## config.mk

```make
export PLATFORM = sky130hd
export DESIGN_NAME = seq_sm_multiplier
export DESIGN_NICKNAME = d
export VERILOG_FILES = /design/src/rtl/seq_sm_multiplier.sv
export SDC_FILE = /design/constraint.sdc
export NUM_CORES = 1
export LEC_CHECK = 0
export BUFFER_PORTS_ARGS = -buffer_cell sky130_fd_sc_hd__buf_2
export CORE_UTILIZATION = 58
export CTS_CLUSTER_DIAMETER = 60
export DETAILED_ROUTE_END_ITERATION = 16
export GPL_TIMING_DRIVEN = 0
export PLACE_DENSITY = 0.79
export SLEW_MARGIN = 25
export SYNTH_ARGS = -nofsm -noshare
export SYNTH_HDL_FRONTEND = slang
export SYNTH_SLANG_ARGS = --single-unit
```

## constraint.sdc

```tcl
create_clock -name clk -period 2.9 [get_ports clk]
set_input_delay 0.58 -clock clk [delete_from_list [all_inputs] [get_ports clk]]
set_output_delay 0.58 -clock clk [all_outputs]
set_load 0.03 [all_outputs]
```

## src/rtl/seq_sm_multiplier.sv

```systemverilog
// seq_sm_multiplier: sequential shift-add multiplier with start/done handshake.
// A runtime mode selects sign-magnitude (bit W-1 is the sign) or plain unsigned
// W-bit operands. The product is registered and held until the next accepted start.
// Optional build macro MULT_EARLY_EXIT_EN: when defined, an operation finishes as
// soon as the remaining multiplier bits are all zero. When it is undefined, every
// operation takes exactly N iterations.
module seq_sm_multiplier #(
    parameter int unsigned W = 6
) (
    input  logic             clk,
    input  logic             reset,
    input  logic             start,
    input  logic             sm_en,
    input  logic [W-1:0]     a,
    input  logic [W-1:0]     b,
    output logic             busy,
    output logic             done,
    output logic [2*W-1:0]   product
);

    localparam int unsigned PW = 2 * W;
    localparam int unsigned CW = $clog2(W + 1);

    typedef enum logic {
        IDLE = 1'b0,
        RUN  = 1'b1
    } state_t;

    state_t          state, state_d;
    logic [PW-1:0]   acc, acc_d;
    logic [PW-1:0]   mcand, mcand_d;
    logic [W-1:0]    mplier, mplier_d;
    logic [CW-1:0]   cnt, cnt_d;
    logic            sign, sign_d;
    logic            sm, sm_d;
    logic            busy_d, done_d;
    logic [PW-1:0]   product_d;

    // Datapath helpers for one shift-add iteration
    logic [PW-1:0]   partial;
    logic [PW-1:0]   sum;
    logic [W-1:0]    mplier_sh;
    logic [PW-3:0]   mag;
    logic            last;

    // Iteration arithmetic: conditional add of the shifted multiplicand
    always_comb begin
        partial   = mplier[0] ? mcand : '0;
        sum       = acc + partial;
        mplier_sh = mplier >> 1;
        mag       = sum[PW-3:0];
`ifdef MULT_EARLY_EXIT_EN
        last      = (cnt == CW'(1)) || (mplier_sh == '0);
`else
        last      = (cnt == CW'(1));
`endif
    end

    // State and datapath registers
    always_ff @(posedge clk or negedge reset) begin
        if (!reset) begin
            state   <= IDLE;
            acc     <= '0;
            mcand   <= '0;
            mplier  <= '0;
            cnt     <= '0;
            sign    <= 1'b0;
            sm      <= 1'b0;
            busy    <= 1'b0;
            done    <= 1'b0;
            product <= '0;
        end else begin
            state   <= state_d;
            acc     <= acc_d;
            mcand   <= mcand_d;
            mplier  <= mplier_d;
            cnt     <= cnt_d;
            sign    <= sign_d;
            sm      <= sm_d;
            busy    <= busy_d;
            done    <= done_d;
            product <= product_d;
        end
    end

    // Next-state and next-output logic
    always_comb begin
        state_d   = state;
        acc_d     = acc;
        mcand_d   = mcand;
        mplier_d  = mplier;
        cnt_d     = cnt;
        sign_d    = sign;
        sm_d      = sm;
        busy_d    = busy;
        done_d    = 1'b0;
        product_d = product;

        case (state)
            IDLE: begin
                if (start) begin
                    state_d = RUN;
                    busy_d  = 1'b1;
                    acc_d   = '0;
                    sm_d    = sm_en;
                    if (sm_en) begin
                        mcand_d  = PW'(a[W-2:0]);
                        mplier_d = W'(b[W-2:0]);
                        sign_d   = a[W-1] ^ b[W-1];
                        cnt_d    = CW'(W - 1);
                    end else begin
                        mcand_d  = PW'(a);
                        mplier_d = b;
                        sign_d   = 1'b0;
                        cnt_d    = CW'(W);
                    end
                end
            end
            RUN: begin
                acc_d    = sum;
                mcand_d  = mcand << 1;
                mplier_d = mplier_sh;
                cnt_d    = cnt - CW'(1);
                if (last) begin
                    state_d = IDLE;
                    busy_d  = 1'b0;
                    done_d  = 1'b1;
                    if (sm) begin
                        // Zero magnitude never carries a sign
                        product_d = {sign & (|mag), 1'b0, mag};
                    end else begin
                        product_d = sum;
                    end
                end
            end
            default: begin
                state_d = IDLE;
                busy_d  = 1'b0;
            end
        endcase
    end

endmodule

```

==> summary.txt <==
Synthesis
  • Post-synth EDFFs: 0
  • Yosys warnings: 0
  • Synthesized area: 2690 um^2
  • Commonest cells post-synth: nand2_1, dfrtp_1, o21ai_0
  • Sequential share of the synthesized area: 46.5%
  • Synth Flop Type: dfrtp_1
  • Synth Area per Inst: 9.24 um^2
  • Largest cells by area after synthesis: dfrtp_1, nand2_1, ha_1, o21ai_0, mux2i_1
  • Count of cell types in the netlist: 45
  • Cell taking the most area after synthesis: dfrtp_1
  • Cell with the most instances after synthesis: nand2_1
  • Mapped Nets: 321
  • Seq cells post-synth: 50
  • Mapped Cells: 291
  • Share of the synthesized area in the top cell type: 46.5%
  • Share of flip-flops with an asynchronous set or reset: 100%

Global routing
  • First-pass GRT wire length: 9.71 mm
  • Initial antenna violation count: 0
  • Met3 Resource Use GR: 4.18%
  • Vias in the first global route: 2098
  • Global route overflow: 0
  • GRT Max-Usage Layer: met2
  • Largest net degree at the start of global routing: 51
  • Met2 usage: 40.1%
  • GR Util met1: 34.4%
  • Overall Global Routing Usage: 25.2%

Routing
  • Pre-antenna DRT Iters: 4
  • Via Count: 2232
  • Vias per inst: 5.90
  • Post-DRT Antenna Nets: 0
  • DR DRC count: 0
  • WL final: 5.73 mm
  • DR WL/cell: 15.2 um
  • Starting DRT DRC Count: 152

Worst setup path
  • Reg2reg setup slack: 0.23 ns
  • Crit start category: flop
  • Crit end category: flop
  • Maximum fanout along the worst path: 13
  • Critical Path AT: 2.85 ns
  • WP data required: 3.08 ns
  • Reg2Reg Depth: 10
  • FF-to-FF Start: mplier[0]$_DFFE_PN0P_
  • Crit Path Category: flop to flop
  • R2R Path End: product[11]$_DFFE_PN0P_

Clocking
  • Post-CTS setup buffers: 0
  • Clk sink count: 50
  • CTS tree: yes
  • Inserted Clock Buffers: 5
  • Root Buffer: clkbuf_8
  • Clk_lat worst skew: 0.31 ns
  • Max Root-Sink Buffers: 2
  • Clk slew on worst S/H paths: 0.10 ns
  • PostCTS Resize Cnt: 0
  • H-tree levels: 2
  • Hold_buf cts: 0

Cells and area
  • Layout area overhead: 11.2%
  • Post-layout util: 67.7%
  • Fraction of layout instances using a drive strength above 1: 13.8%
  • # diodes: 0
  • # fillers: 371
  • Final net count: 355

STA
  • Layout Skew: 0.0120 ns
  • Slew @ Worst Pin: 0.604 ns
  • Setup TNS: 0 ns
  • Final setup violation count: 0
  • Final Hold Fails: 0
  • Slew headroom: 59.7%
  • RSZ-0062 raised after global routing: false
  • Final Slew Violations: 0
  • Fin crit period: 2.67 ns
  • Period Utilization, post-route: 92.1%
  • Maximum clock rate: 374 MHz

Power and ir drop
  • Maximum VDD drop: 0.000557 V
  • PwrDens: 873 nW/um^2
  • Pleak: 1.44 nW
  • Power, Total: 2.61 mW

Placement
  • IO buf count: 28
  • HPWL Detailed: 4.30 mm
  • Routability cong.: 0.902

Floorplan
  • Die Ht: 70.1 um
  • Initial core utilization: 60.9%
  • Core ar.: 4410 um^2
  • Die X: 70.1 um
  • Core Rows: 24
  • Ports: 30
  • Die area: 4910 um^2

Job
  • Max-Cap Viols: 0

Outcome
  • Run status: completed

Hold path
  • Type of the most critical hold path: primary input to async pin
==> layout by cell type (no fill, tap or decap), types with 5 or more instances in the layout <==
cell type	n
a22o_1	5
and2_1	11
xnor2_1	7
a21o_1	5
dfrtp_1	49
mux2i_1	11
nor3_1	9
ha_1	13
clkbuf_1	10
o21ai_0	30
clkbuf_8	6
nor2_1	14
buf_2	29
a21oi_1	11
inv_1	6
nand2_1	62
==> power breakdown <==
part           leakage, nW  switching (mW)  internal [mW]
Clock               0.0489           0.234          0.198
Combinational        0.730           0.712          0.367
Sequential           0.662           0.161          0.939
==> cell type report <==
| cell class | count | area, um^2 | share of cell area (%) |
|---|---|---|---|
| multi-input combinational | 219 | 1350 | 45.1 |
| clock inverter | 1 | 8.76 | 0.293 |
| sequential | 50 | 1250 | 41.9 |
| inverter | 7 | 26.3 | 0.879 |
| timing repair buffer | 28 | 143 | 4.77 |
| clock buffer | 7 | 86.3 | 2.89 |
| tap | 52 | 65.1 | 2.18 |
| buffer | 14 | 58.8 | 1.97 |
==> flip-flops by register name (all words and copies together) (netlist names) <==
name / flops
sign: 1
state: 1
sm: 1
mcand: 12
busy: 1
done: 1
product: 12
cnt: 3
acc: 12
mplier: 6
==> routing by layer <==
metal	vias to the layer above	wire length (um)
met2	55	2710
met5	-	0
li1	1076	-
met4	0	120
met1	1091	2710
met3	10	183
==> stage by stage <==
step | instance area [um^2] | setup slack [ns] | cells | hold slack [ns]
after CTS | 2990 | 0.0391 | 379 | 0.301
after global placement | 2900 | 0.0840 | 371 | 0.453
after floorplan | 2690 | 0.414 | 291 | 0.284
final | 2990 | 0.229 | 378 | 0.273
after global routing | 2990 | 0.0665 | 378 | 0.336
after detailed placement | 2900 | 0.0506 | 371 | 0.458
==> cell families (layout without fill, tap and decap cells) <==
kind of cell             count (synthesis)  after routing  share of synthesized area (%)
adder cells (fa/ha/maj)                 14             14                           6.79
buffers and inverters                   22             57                           3.30
AND/OR/NAND/NOR                        110            110                           18.2
multiplexers                            11             11                           4.09
XOR/XNOR                                 8              8                           2.60
AO/OA/AOI/OAI                           76             76                           18.5
flip-flops                              50             50                           46.5
==> worst max-delay path by stage <==
stage,start,slack [ns],depth (start not counted),to
finish,mplier[0]$_DFFE_PN0P_,0.23,10,product[11]$_DFFE_PN0P_
global route,mplier[0]$_DFFE_PN0P_,0.07,10,product[11]$_DFFE_PN0P_
CTS,mplier[0]$_DFFE_PN0P_,0.04,11,product[11]$_DFFE_PN0P_
detailed placement,mplier[0]$_DFFE_PN0P_,0.05,11,product[11]$_DFFE_PN0P_
global placement,mplier[0]$_DFFE_PN0P_,0.08,11,product[11]$_DFFE_PN0P_
floorplan,mplier[0]$_DFFE_PN0P_,0.41,11,product[11]$_DFFE_PN0P_
==> critical path, cell delays in order, from the launching register on <==
cell	delay (ns)
dfrtp_2	0.46
and2_1	0.16
ha_1	0.20
inv_1	0.08
fa_1	0.39
nand2b_1	0.18
a21o_1	0.20
a31oi_1	0.24
a211oi_2	0.12
nor4_1	0.33
o221ai_1	0.17
(Power assumes the default switching activity.)
